$ cat config.mk
export PLATFORM = sky130hd
export DESIGN_NAME = cipher_sched
export DESIGN_NICKNAME = d
export VERILOG_FILES = /design/src/rtl/cipher_pkg.sv /design/src/rtl/rr_pick.sv /design/src/rtl/cipher_sched.sv
export SDC_FILE = /design/constraint.sdc
export NUM_CORES = 1
export LEC_CHECK = 0
export BUFFER_PORTS_ARGS = -buffer_cell sky130_fd_sc_hd__buf_2
export CORE_UTILIZATION = 51
export DETAILED_ROUTE_END_ITERATION = 8
export PLACE_DENSITY = 0.86
export SLEW_MARGIN = 15
export SYNTH_ARGS = -nofsm -noshare
export SYNTH_HDL_FRONTEND = slang
export SYNTH_SLANG_ARGS = --single-unit
$ cat constraint.sdc
create_clock -name clk -period 9.2 [get_ports clk]
set_input_delay 2.3 -clock clk [delete_from_list [all_inputs] [get_ports clk]]
set_output_delay 2.3 -clock clk [all_outputs]
set_load 0.1 [all_outputs]
$ cat src/rtl/cipher_pkg.sv
`default_nettype none
// ============================================================================
// Module      : cipher_pkg
// Description : Shared types and constants for the cipher request scheduler:
//               the scheduler state encoding, datapath width and default
//               requester count.
// Revision    : 1.0 - initial release
// ============================================================================
package cipher_pkg;

  localparam int DATA_W       = 8;
  localparam int NREQ_DEFAULT = 4;

  typedef enum logic [2:0] {
    IDLE      = 3'd0,
    START     = 3'd1,
    WAIT_DONE = 3'd2,
    RELEASE   = 3'd3,
    RESP      = 3'd4
  } sched_state_t;

endpackage
`default_nettype wire

$ cat src/rtl/rr_pick.sv
`default_nettype none
// ============================================================================
// Module      : rr_pick
// Description : Combinational round-robin picker. Scans the request vector
//               starting at ptr, wrapping at NREQ, and returns the first set
//               request as a one-hot grant plus its binary index.
// Revision    : 1.0 - initial release
// ============================================================================
module rr_pick
  import cipher_pkg::*;
#(
  parameter int NREQ  = NREQ_DEFAULT,
  parameter int IDX_W = $clog2(NREQ)
) (
  input  logic [NREQ-1:0]  req,
  input  logic [IDX_W-1:0] ptr,
  output logic [NREQ-1:0]  grant,
  output logic [IDX_W-1:0] idx,
  output logic             any
);

  // Walk the requesters in priority order ptr, ptr+1, ... and keep the first hit.
  always_comb begin : p_pick
    int w_pos;
    grant = '0;
    idx   = '0;
    any   = 1'b0;
    w_pos = 0;
    for (int k = 0; k < NREQ; k++) begin
      w_pos = int'(ptr) + k;
      if (w_pos >= NREQ) begin
        w_pos = w_pos - NREQ;
      end
      if (!any && req[w_pos]) begin
        any          = 1'b1;
        grant[w_pos] = 1'b1;
        idx          = IDX_W'(w_pos);
      end
    end
  end

endmodule
`default_nettype wire

$ cat src/rtl/cipher_sched.sv
`default_nettype none
// ============================================================================
// Module      : cipher_sched
// Description : Round-robin scheduler that hands one requester at a time to a
//               start/done handshaked cipher engine and returns the result on
//               a valid/ready response port.
//               Build option CIPHER_SCHED_TIMEOUT_EN: bounds the wait for
//               eng_done to TIMEOUT cycles and flags expiry on rsp_err.
// Revision    : 1.0 - initial release
// ============================================================================
module cipher_sched
  import cipher_pkg::*;
#(
  parameter int NREQ    = NREQ_DEFAULT,
  parameter int TIMEOUT = 32
) (
  input  logic                     clk,
  input  logic                     rst_n,
  input  logic [NREQ-1:0]          req_valid,
  output logic [NREQ-1:0]          req_ready,
  input  logic [NREQ*DATA_W-1:0]   req_key,
  input  logic [NREQ*DATA_W-1:0]   req_data,
  output logic                     rsp_valid,
  input  logic                     rsp_ready,
  output logic [$clog2(NREQ)-1:0]  rsp_id,
  output logic [DATA_W-1:0]        rsp_data,
  output logic                     rsp_err,
  output logic                     eng_start,
  output logic [DATA_W-1:0]        eng_key,
  output logic [DATA_W-1:0]        eng_plaintext,
  input  logic                     eng_done,
  input  logic [DATA_W-1:0]        eng_ciphertext,
  output logic                     busy
);

  localparam int c_IDX_W = $clog2(NREQ);

  sched_state_t        r_state;
  sched_state_t        w_state_nxt;
  logic [c_IDX_W-1:0]  r_ptr;
  logic [c_IDX_W-1:0]  r_id;
  logic [c_IDX_W-1:0]  w_idx;
  logic [NREQ-1:0]     w_grant;
  logic [NREQ-1:0]     w_req_ready;
  logic                w_any;
  logic                w_accept;
  logic                w_eng_start;
  logic                w_tmo_hit;
  logic [DATA_W-1:0]   r_key;
  logic [DATA_W-1:0]   r_pt;
  logic [DATA_W-1:0]   r_rsp_data;

  rr_pick #(
    .NREQ  (NREQ),
    .IDX_W (c_IDX_W)
  ) u_rr_pick (
    .req   (req_valid),
    .ptr   (r_ptr),
    .grant (w_grant),
    .idx   (w_idx),
    .any   (w_any)
  );

  // Scopes only an out-of-range TIMEOUT; legal values elaborate to nothing.
  generate
    if (TIMEOUT < 1) begin : g_timeout_range_bad
    end
  endgenerate

  assign w_accept = (r_state == IDLE) && w_any && rst_n;

  // State register.
  always_ff @(posedge clk or negedge rst_n) begin
    if (!rst_n) begin
      r_state <= IDLE;
    end else begin
      r_state <= w_state_nxt;
    end
  end

  // Next state plus the grant pulse and engine start level.
  always_comb begin
    w_state_nxt = r_state;
    w_req_ready = '0;
    w_eng_start = 1'b0;
    case (r_state)
      IDLE: begin
        if (w_accept) begin
          w_req_ready = w_grant;
          w_state_nxt = START;
        end
      end
      START: begin
        w_eng_start = 1'b1;
        w_state_nxt = WAIT_DONE;
      end
      WAIT_DONE: begin
        w_eng_start = 1'b1;
        if (eng_done || w_tmo_hit) begin
          w_state_nxt = RELEASE;
        end
      end
      RELEASE: begin
        // Wait for the engine to drop done so a stale level never leaks
        // into the next transaction.
        if (!eng_done) begin
          w_state_nxt = RESP;
        end
      end
      RESP: begin
        if (rsp_ready) begin
          w_state_nxt = IDLE;
        end
      end
      default: w_state_nxt = IDLE;
    endcase
  end

  // Capture the granted payload and index; advance the pointer on handshake.
  always_ff @(posedge clk or negedge rst_n) begin
    if (!rst_n) begin
      r_key <= '0;
      r_pt  <= '0;
      r_id  <= '0;
      r_ptr <= '0;
    end else begin
      if (w_accept) begin
        r_key <= req_key[int'(w_idx)*DATA_W +: DATA_W];
        r_pt  <= req_data[int'(w_idx)*DATA_W +: DATA_W];
        r_id  <= w_idx;
      end
      if ((r_state == RESP) && rsp_ready) begin
        r_ptr <= (r_id == c_IDX_W'(NREQ - 1)) ? '0 : r_id + 1'b1;
      end
    end
  end

`ifdef CIPHER_SCHED_TIMEOUT_EN
  localparam int c_TMO_W = $clog2(TIMEOUT + 1);

  logic [c_TMO_W-1:0] r_tmo_cnt;
  logic               r_err;

  assign w_tmo_hit = (r_state == WAIT_DONE) && !eng_done &&
                     (r_tmo_cnt == c_TMO_W'(TIMEOUT - 1));

  // Count WAIT_DONE cycles; START clears it so every wait starts from zero.
  always_ff @(posedge clk or negedge rst_n) begin
    if (!rst_n) begin
      r_tmo_cnt <= '0;
    end else if (r_state == START) begin
      r_tmo_cnt <= '0;
    end else if (r_state == WAIT_DONE) begin
      r_tmo_cnt <= r_tmo_cnt + 1'b1;
    end
  end

  // Latch the engine result, or an empty result plus error on expiry.
  always_ff @(posedge clk or negedge rst_n) begin
    if (!rst_n) begin
      r_rsp_data <= '0;
      r_err      <= 1'b0;
    end else if ((r_state == WAIT_DONE) && eng_done) begin
      r_rsp_data <= eng_ciphertext;
      r_err      <= 1'b0;
    end else if (w_tmo_hit) begin
      r_rsp_data <= '0;
      r_err      <= 1'b1;
    end
  end

  assign rsp_err = r_err;
`else
  assign w_tmo_hit = 1'b0;

  // Latch the engine result when it reports done.
  always_ff @(posedge clk or negedge rst_n) begin
    if (!rst_n) begin
      r_rsp_data <= '0;
    end else if ((r_state == WAIT_DONE) && eng_done) begin
      r_rsp_data <= eng_ciphertext;
    end
  end

  assign rsp_err = 1'b0;
`endif

  assign req_ready     = w_req_ready;
  assign rsp_valid     = (r_state == RESP);
  assign rsp_id        = r_id;
  assign rsp_data      = r_rsp_data;
  assign eng_start     = w_eng_start;
  assign eng_key       = r_key;
  assign eng_plaintext = r_pt;
  assign busy          = (r_state != IDLE);

endmodule
`default_nettype wire

## Yosys cells after proc, flatten, opt, wreduce, memory -nomap -nowiden

Cells that the tools add are included.
Widths: inputs -> output; s select.

| word-level totals | value |
|---|---|
| register bits | 31 |
| input bits | 80 |
| word-level logic and storage cells | 103 |

| cells by class | value |
|---|---|
| add/sub/neg operators | 8 |
| magnitude comparators | 12 |
| equality and inequality tests | 9 |
| shift-type cells | 2 |
| mux-type cells | 45 |
| bitwise operators | 3 |
| reduce and logical (&&, ||, !) cells | 18 |

Operators with widths:

| kind | count |
|---|---|
| $ge 32x1->1 const B | 4 |
| $lt 32x4->1 const B | 4 |
| $mux 32 | 4 |
| $ge 32x4->1 const B | 3 |
| $sub 32x4->32 const B | 3 |
| $shiftx 32x6->8 | 2 |
| $mux 4 | 6 |
| $mux 1 | 17 |
| $pmux 3 s5 | 1 |
| $mux 3 | 4 |
| $or 4x4->4 | 3 |
| $logic_and 1x1->1 | 11 |
| $mux 2 | 5 |
| $bmux 1 s2 | 4 |
| $demux 1 s2 | 4 |
| $add 2x2->3 const B | 2 |
| $eq 3x2->1 const B | 2 |
| $ne 2x2->1 const B | 3 |
| $reduce_and 4->1 | 1 |
| $sub 2x3->4 const B | 1 |
| $add 2x1->3 const B | 1 |
| $eq 3x1->1 const B | 1 |
| $eq 3x3->1 const B | 1 |
| $ge 2x3->1 const B | 1 |
| other kinds (7) | 9 |

## Depth between registers and ports, before layout

Gate-level depths: netlist of the first run.

| depth | value |
|---|---|
| depth after elaboration | 19 |
| gate-level depth with buffers | 13 |
| mapped depth without buffers | 8 |

## Cells and area by module

From an unflattened synthesis of the first run, not the netlist that was laid out.

| second synthesis, totals | value |
|---|---|
| cell total of the unflattened synthesis | 162 |
| area total of the unflattened synthesis | 2207.1 µm² |

By module, submodules not included:

| module | instances | cells an instance | area an instance (µm²) | seq. area each (µm²) |
|---|---|---|---|---|
| cipher_sched | 1 | 114 | 1746.7 | 775.7 |
| rr_pick | 1 | 48 | 460.4 | 0.0 |

## Worst setup path before layout of the first run

Ideal clock, no wire load.

| timing | value |
|---|---|
| path type | input to output |
| start | input req_valid[2] |
| end | output req_ready[0] |
| arrival | 5.030 ns |
| required time | 6.900 ns |
| setup slack | 1.870 ns |
| stages | 6 |
| path buffers | 1 |
| path through | mux4_2 -> and2b_1 -> clkbuf_1 -> a221o_1 -> o21ai_1 -> a21oi_1 |

| on the way | value |
|---|---|
| longest elaborated chain between the ends | 17 |

Ends and longest elaborated chain:

| item | line | text |
|---|---|---|
| start, declared | cipher_sched.sv:19 | `input logic [NREQ-1:0] req_valid,` |
| $bmux 1 s2 | rr_pick.sv:34 | `if (!any && req[w_pos]) begin` |
| $mux 1 (not written as such) (2 in series) | rr_pick.sv:34 |  |
| $mux 1 | rr_pick.sv:34 |  |
| $logic_not 1->1 | rr_pick.sv:34 |  |
| $logic_and 1x1->1 | rr_pick.sv:34 |  |
| $mux 1 | rr_pick.sv:34 |  |
| $logic_not 1->1 | rr_pick.sv:34 |  |
| $logic_and 1x1->1 | rr_pick.sv:34 |  |
| $mux 1 | rr_pick.sv:34 |  |
| $logic_not 1->1 | rr_pick.sv:34 |  |
| $logic_and 1x1->1 | rr_pick.sv:34 |  |
| $mux 1 | rr_pick.sv:34 |  |
| $logic_and 1x1->1 (2 in series) | cipher_sched.sv:70 | `assign w_accept = (r_state == IDLE) && w_any && rst_n;` |
| $mux 4 (*) | cipher_sched.sv:88 | `if (w_accept) begin` |
| $mux 4 (*) | cipher_sched.sv:86 | `case (r_state)` |
| end, declared | cipher_sched.sv:20 | `output logic [NREQ-1:0] req_ready,` |

Mark *: on every way between the ends. The rest lies on a longest branch, timed or not. The select of a mux whose other input is x is not followed.

## Worst setup path after layout of the first run

| timing | value |
|---|---|
| start | input req_valid[1] |
| end | output req_ready[0] |

The elaborated chain is that of the path after synthesis.

==> out/metrics.csv, run 1 <==
metric;value;unit
CP Max Fanout;21;
Syn Inst Count;274;
crit end category;output port;
global routing usage on met1;34.1;%
Primary FF master, synth;dfrtp_1;
crit-path cells;buf_2 -> mux4_2 -> and2b_1 -> a221o_1 -> o21ai_1 -> a21oi_1 -> buf_2;
Setup Fix Bufs, Post-CTS;0;
fin. max-slew vios;0;
Clock Sink Count;31;
Placer Congestion;0.835;
Final period util;75.3;%
Worst Hold Class;flop to flop;
relative slew slack;20.8;%
RSZ-0062 raised after global routing;no;
H-tree depth;2;
DRT Pass-1 Iters;4;
yosys warns;0;
most frequent cells in the layout;buf_2 (112), nand3_1 (32), dfrtp_1 (31);
die height;71.9;µm
worst path bufs/invs;2;
#FFs+latches synth;31;
antenna cells;0;
met2 usage;42.2;%
# port buffers;112;
Area Overhead vs Synth;23.9;%
maximum clock path buffer count;2;
Mapped Avg Cell Area;9.10;µm²
Synth Cell Area;2490;µm²
hold buffers post-CTS;0;
number of global-route vias before repair;2243;
Placeable Area;4720;µm²
root buf cell;clkbuf_8;
initial antenna violation count;0;
Final ANT Viol Nets;0;
wire per inst;15.0;µm
Vias/cell;5.67;
Initial Util;52.8;%
Die ar.;5170;µm²
FMAX;144;MHz
gr ovfl total;0;
via count of the routed design;2473;
fraction of registers with async set/reset;100;%
MaxCap Viol Count;0;
CP arrival;4630;ps
Worst-path clk slew;60;ps
outcome;finished clean;
Die Wd;71.9;µm
CP max stage delay;620;ps
post-synthesis net count;359;
Most common cell on crit path;buf_2;
post-synth cell types;46;
Total GRT Usage;25.6;%
Setup CP Type;input port to output port;
DRT iter0 DRCs;152;
Worst-Margin Slew;1170;ps
HPWL after DPL;4.82;mm
clock latency on the worst-skew pair;290;ps
Num CTS Buffers;5;
total length of routed wires;6.55;mm
critical path's slowest cell;and2b_1;
register area share after synthesis;31.1;%
Final min period;6930;ps
share of cells above drive strength 1;42.5;%
largest net degree at the start of global routing;34;
Setup TNS Final;0;ps
CTS tree;done;
Final Hold Viols;0;
row cnt;25;
Post-synth EDFFs;0;
skew final;5.37;ps
delay-heaviest family, CP;buffers and inverters;
Worst EP required;6900;ps
Worst setup SP type;input port;
Post-route DRC;0;
first-pass GRT wire length;10.3;mm
I/O Pins;114;
Post-CTS Resized;0;
busiest grt layer;met2;
commonest non-fill, non-tap cell in the layout;buf_2;
GRT met3 Usage;6.25;%
fin nets;453;
Setup violations, final;0;
[per-stage QoR]
step	setup slack, ps	area [µm²]	std cells	hold slack (ps)	utilization, %
detailed placement	2300	2990	428	486	63.3
global placement	2350	2990	428	480	63.3
CTS	2300	3090	436	501	65.4
floorplan	1870	2490	274	575	-
global route	2140	3090	436	527	65.4
finish	2270	3090	436	498	65.4
[sequential cells by signal, indices dropped and copies added, names as in the netlist]
signal         flops
r_ptr              2
eng_plaintext      8
rsp_data           8
eng_key            8
rsp_id             2
r_state            3
[Yosys cell counts (3+ instances only)]
cell type | number | share of area, %
nor2_1 | 7 | 1.1
o211ai_1 | 8 | 2.4
or2_1 | 7 | 1.8
inv_1 | 3 | 0.45
a221o_1 | 4 | 1.6
dfrtp_1 | 31 | 31
a21oi_1 | 5 | 1.0
mux2i_1 | 17 | 6.8
nand2_1 | 29 | 4.4
or2_2 | 10 | 2.5
mux4_2 | 3 | 2.7
nor3_1 | 4 | 0.80
nand2b_1 | 4 | 1.0
o211ai_2 | 9 | 4.5
o21ai_0 | 15 | 3.0
nand3_1 | 32 | 6.4
buf_1 | 3 | 0.45
mux2_2 | 11 | 5.0
o21ai_1 | 7 | 1.4
ha_1 | 5 | 2.5
clkbuf_1 | 15 | 2.3
o2111ai_1 | 16 | 5.6
[worst paths after layout]
path | from | end | slack (ps) | cells after the start
max | req_valid[1] | req_ready[0] | 2270 | 7
max in group asynchronous | rst_n | eng_plaintext[5] | 6680 | 1
min in group asynchronous | rst_n | eng_plaintext[2] | 2060 | 1
min | eng_plaintext[5] | eng_plaintext[5] | 500 | 2
min reg2reg | eng_plaintext[5] | eng_plaintext[5] | 500 | 2
max reg2reg | r_ptr[0] | eng_key[1] | 5180 | 8
[cell families after synthesis]
family                   synth area share (%)
flip-flops                               31.1
XOR/XNOR                                0.351
other                                   0.150
AND/OR/NAND/NOR                          20.2
AO/OA/AOI/OAI                            23.6
multiplexers                             15.5
adder cells (fa/ha/maj)                  2.51
buffers and inverters                    6.53
[layer usage]
layer / vias up / wire length, µm
li1: 1214 / -
met1: 1128 / 2900
met2: 118 / 3090
met3: 13 / 474
met4: 0 / 88
met5: - / 0
[worst min-delay path, cell delays in order, from the launching register on]
cell	delay (ps)
dfrtp_1	340
nand2_1	60
o211ai_2	60
[cell type report]
type,count,area [µm²]
Tap cell,67,83.8
Timing Repair Buffer,112,561
Inverter,4,15.0
Clock buffer,8,100
Sequential cell,31,776
Multi-Input combinational cell,214,1550
Fill cell,387,1630
Power of run 1 is left out: the tool's default activity adds up to more than one toggle a clock period on the data nets, which glitch-free logic cannot reach.
==> run 2, diff against run 1 <==
--- a/config.mk
+++ b/config.mk
@@ -6,9 +6,9 @@
 export NUM_CORES = 1
 export LEC_CHECK = 0
 export BUFFER_PORTS_ARGS = -buffer_cell sky130_fd_sc_hd__buf_2
-export CORE_UTILIZATION = 51
+export CORE_UTILIZATION = 43
 export DETAILED_ROUTE_END_ITERATION = 8
-export PLACE_DENSITY = 0.86
+export PLACE_DENSITY = 0.77
 export SLEW_MARGIN = 15
 export SYNTH_ARGS = -nofsm -noshare
 export SYNTH_HDL_FRONTEND = slang
==> constraint.sdc (replaced) <==
create_clock -name clk -period 6.02 [get_ports clk]
set_input_delay 1.505 -clock clk [delete_from_list [all_inputs] [get_ports clk]]
set_output_delay 1.505 -clock clk [all_outputs]
set_load 0.1 [all_outputs]
==> run 2 against run 1 <==
Net effect: cell count grew 2.3%; global-route usage fell by 3.1 points; die area up 18%; count of clock-buffer cells in the layout shrank 2; final area grew 2.0%; sequential cell count did not move; register-to-register slack got worse by 2300 ps; core utilization down 8.5 points; critical path depth did not move; hold slack barely moved; sequential share of layout area decreased by 0.49 points; critical endpoint is now req_ready[3]; largest cell class unchanged.
==> out/metrics.csv, run 2 (synthesis gave the netlist of run 1 again) <==
metric;value;unit;change
Vias/cell;5.66;;-0.15%
Worst-path clk slew;60;ps;about the same
DRT Pass-1 Iters;4;;unchanged
Worst Hold Class;flop to flop;;
Post-CTS Resized;0;;unchanged
global routing usage on met1;27.0;%;-7.1 points
Post-route DRC;0;;unchanged
Final ANT Viol Nets;0;;unchanged
crit-path cells;buf_2 -> mux4_2 -> and2b_1 -> a221o_1 -> o21ai_1 -> a21oi_1 -> buf_2;;
gr ovfl total;0;;unchanged
DRT iter0 DRCs;188;;+24%
largest net degree at the start of global routing;33;;-2.9%
FMAX;203;MHz;
Area Overhead vs Synth;26.4;%;
RSZ-0062 raised after global routing;no;;
via count of the routed design;2526;;+2.1%
Total GRT Usage;22.6;%;-3.1 points
# port buffers;112;;unchanged
Clock Sink Count;31;;unchanged
MaxCap Viol Count;0;;unchanged
hold buffers post-CTS;0;;unchanged
most frequent cells in the layout;buf_2 (112), nand3_1 (32), dfrtp_1 (31);;
Initial Util;45.0;%;-7.8 points
row cnt;27;;+8.0%
Setup TNS Final;0;ps;unchanged
fin nets;458;;+1.1%
initial antenna violation count;0;;unchanged
hold_sp;eng_key[4];;
Setup CP Type;input port to output port;;
HPWL after DPL;5.00;mm;+3.8%
outcome;finished clean;;
maximum clock path buffer count;2;;unchanged
worst path bufs/invs;2;;unchanged
relative slew slack;33.3;%;+12 points
Final period util;81.7;%;
CTS tree;done;;
Setup Fix Bufs, Post-CTS;0;;unchanged
Final Hold Viols;0;;unchanged
delay-heaviest family, CP;buffers and inverters;;
Worst EP required;4510;ps;-2390 ps
first-pass GRT wire length;10.9;mm;+5.9%
number of global-route vias before repair;2374;;+5.8%
wire per inst;15.3;µm;+1.7%
Setup violations, final;0;;unchanged
Worst setup SP type;input port;;
Placeable Area;5540;µm²;+17%
Placer Congestion;0.867;;+3.9%
met2 usage;40.8;%;-1.5 points
skew final;7.14;ps;+1.77 ps
worst setup path start;req_valid[1];;
share of cells above drive strength 1;43.6;%;+1.0 points
Num CTS Buffers;5;;unchanged
clock latency on the worst-skew pair;280;ps;about the same
critical path's slowest cell;mux4_2;;
CP arrival;3410;ps;-1220 ps
Worst-Margin Slew;993;ps;-172 ps
crit end category;output port;;
Final min period;4920;ps;
fin. max-slew vios;0;;unchanged
Reg-to-Reg Start;r_ptr[1];;
I/O Pins;114;;unchanged
fillers;521;;+35%
CP max stage delay;540;ps;-80 ps
CP Max Fanout;12;;-43%
Die ar.;6110;µm²;+18%
total length of routed wires;6.82;mm;+4.0%
antenna cells;0;;unchanged
root buf cell;clkbuf_8;;
commonest non-fill, non-tap cell in the layout;buf_2;;
die height;78.1;µm;+8.7%
busiest grt layer;met2;;
Die Wd;78.1;µm;+8.7%
GRT met3 Usage;5.00;%;-1.2 points
H-tree depth;2;;unchanged
Most common cell on crit path;buf_2;;
==> run 2: path summary, 6_finish.rpt <==
path                                         end  depth (start not counted)  slack (ps)
worst max-delay path                req_ready[3]                          7        1100
worst min-delay path                  eng_key[4]                          2         500
worst max register to register  eng_plaintext[3]                          8        2840
worst min register to register        eng_key[4]                          2         500
max in group asynchronous               r_ptr[0]                          2        4480
min in group asynchronous       eng_plaintext[6]                          2        1240
==> run 2: worst reg2reg max path, cell delays in order, from the launching register on <==
cell and delay [ps]:
dfrtp_1 470, inv_2 110, ha_1 450, mux4_2 610
nand2b_4 280, o2111ai_4 280, and2_4 460, mux2i_1 310
o211ai_2 90
==> run 2: metal layers <==
metal  part of all wire, %  routed length [µm]
met5                     0                   0
met4                  0.84                  57
met3                   7.7                 527
met2                    48                3300
met1                    43                2930
==> run 2: area by class of cell <==
| class | instances | area [µm²] | area share, % |
|---|---|---|---|
| sequential | 31 | 776 | 24.6 |
| tap | 72 | 90.1 | 2.86 |
| clock inverter | 2 | 35.0 | 1.11 |
| multi-input combinational | 214 | 1550 | 49.3 |
| clock buffer | 6 | 82.6 | 2.62 |
| timing repair buffer | 117 | 598 | 19.0 |
| inverter | 4 | 15.0 | 0.477 |
==> run 2: through the flow <==
step | hold slack [ps] | util [%] | std cells | cell area (µm²) | setup WS (ps)
3_5_place_dp | 480 | 54.7 | 438 | 3030 | 1110
4_1_cts | 497 | 56.9 | 446 | 3150 | 1100
3_3_place_gp | 470 | 54.7 | 438 | 3030 | 1180
5_1_grt | 523 | 56.9 | 446 | 3150 | 1000
6_report | 498 | 56.9 | 446 | 3150 | 1100
2_1_floorplan | 575 | - | 274 | 2490 | 280
Power of run 2 is left out for the same reason.
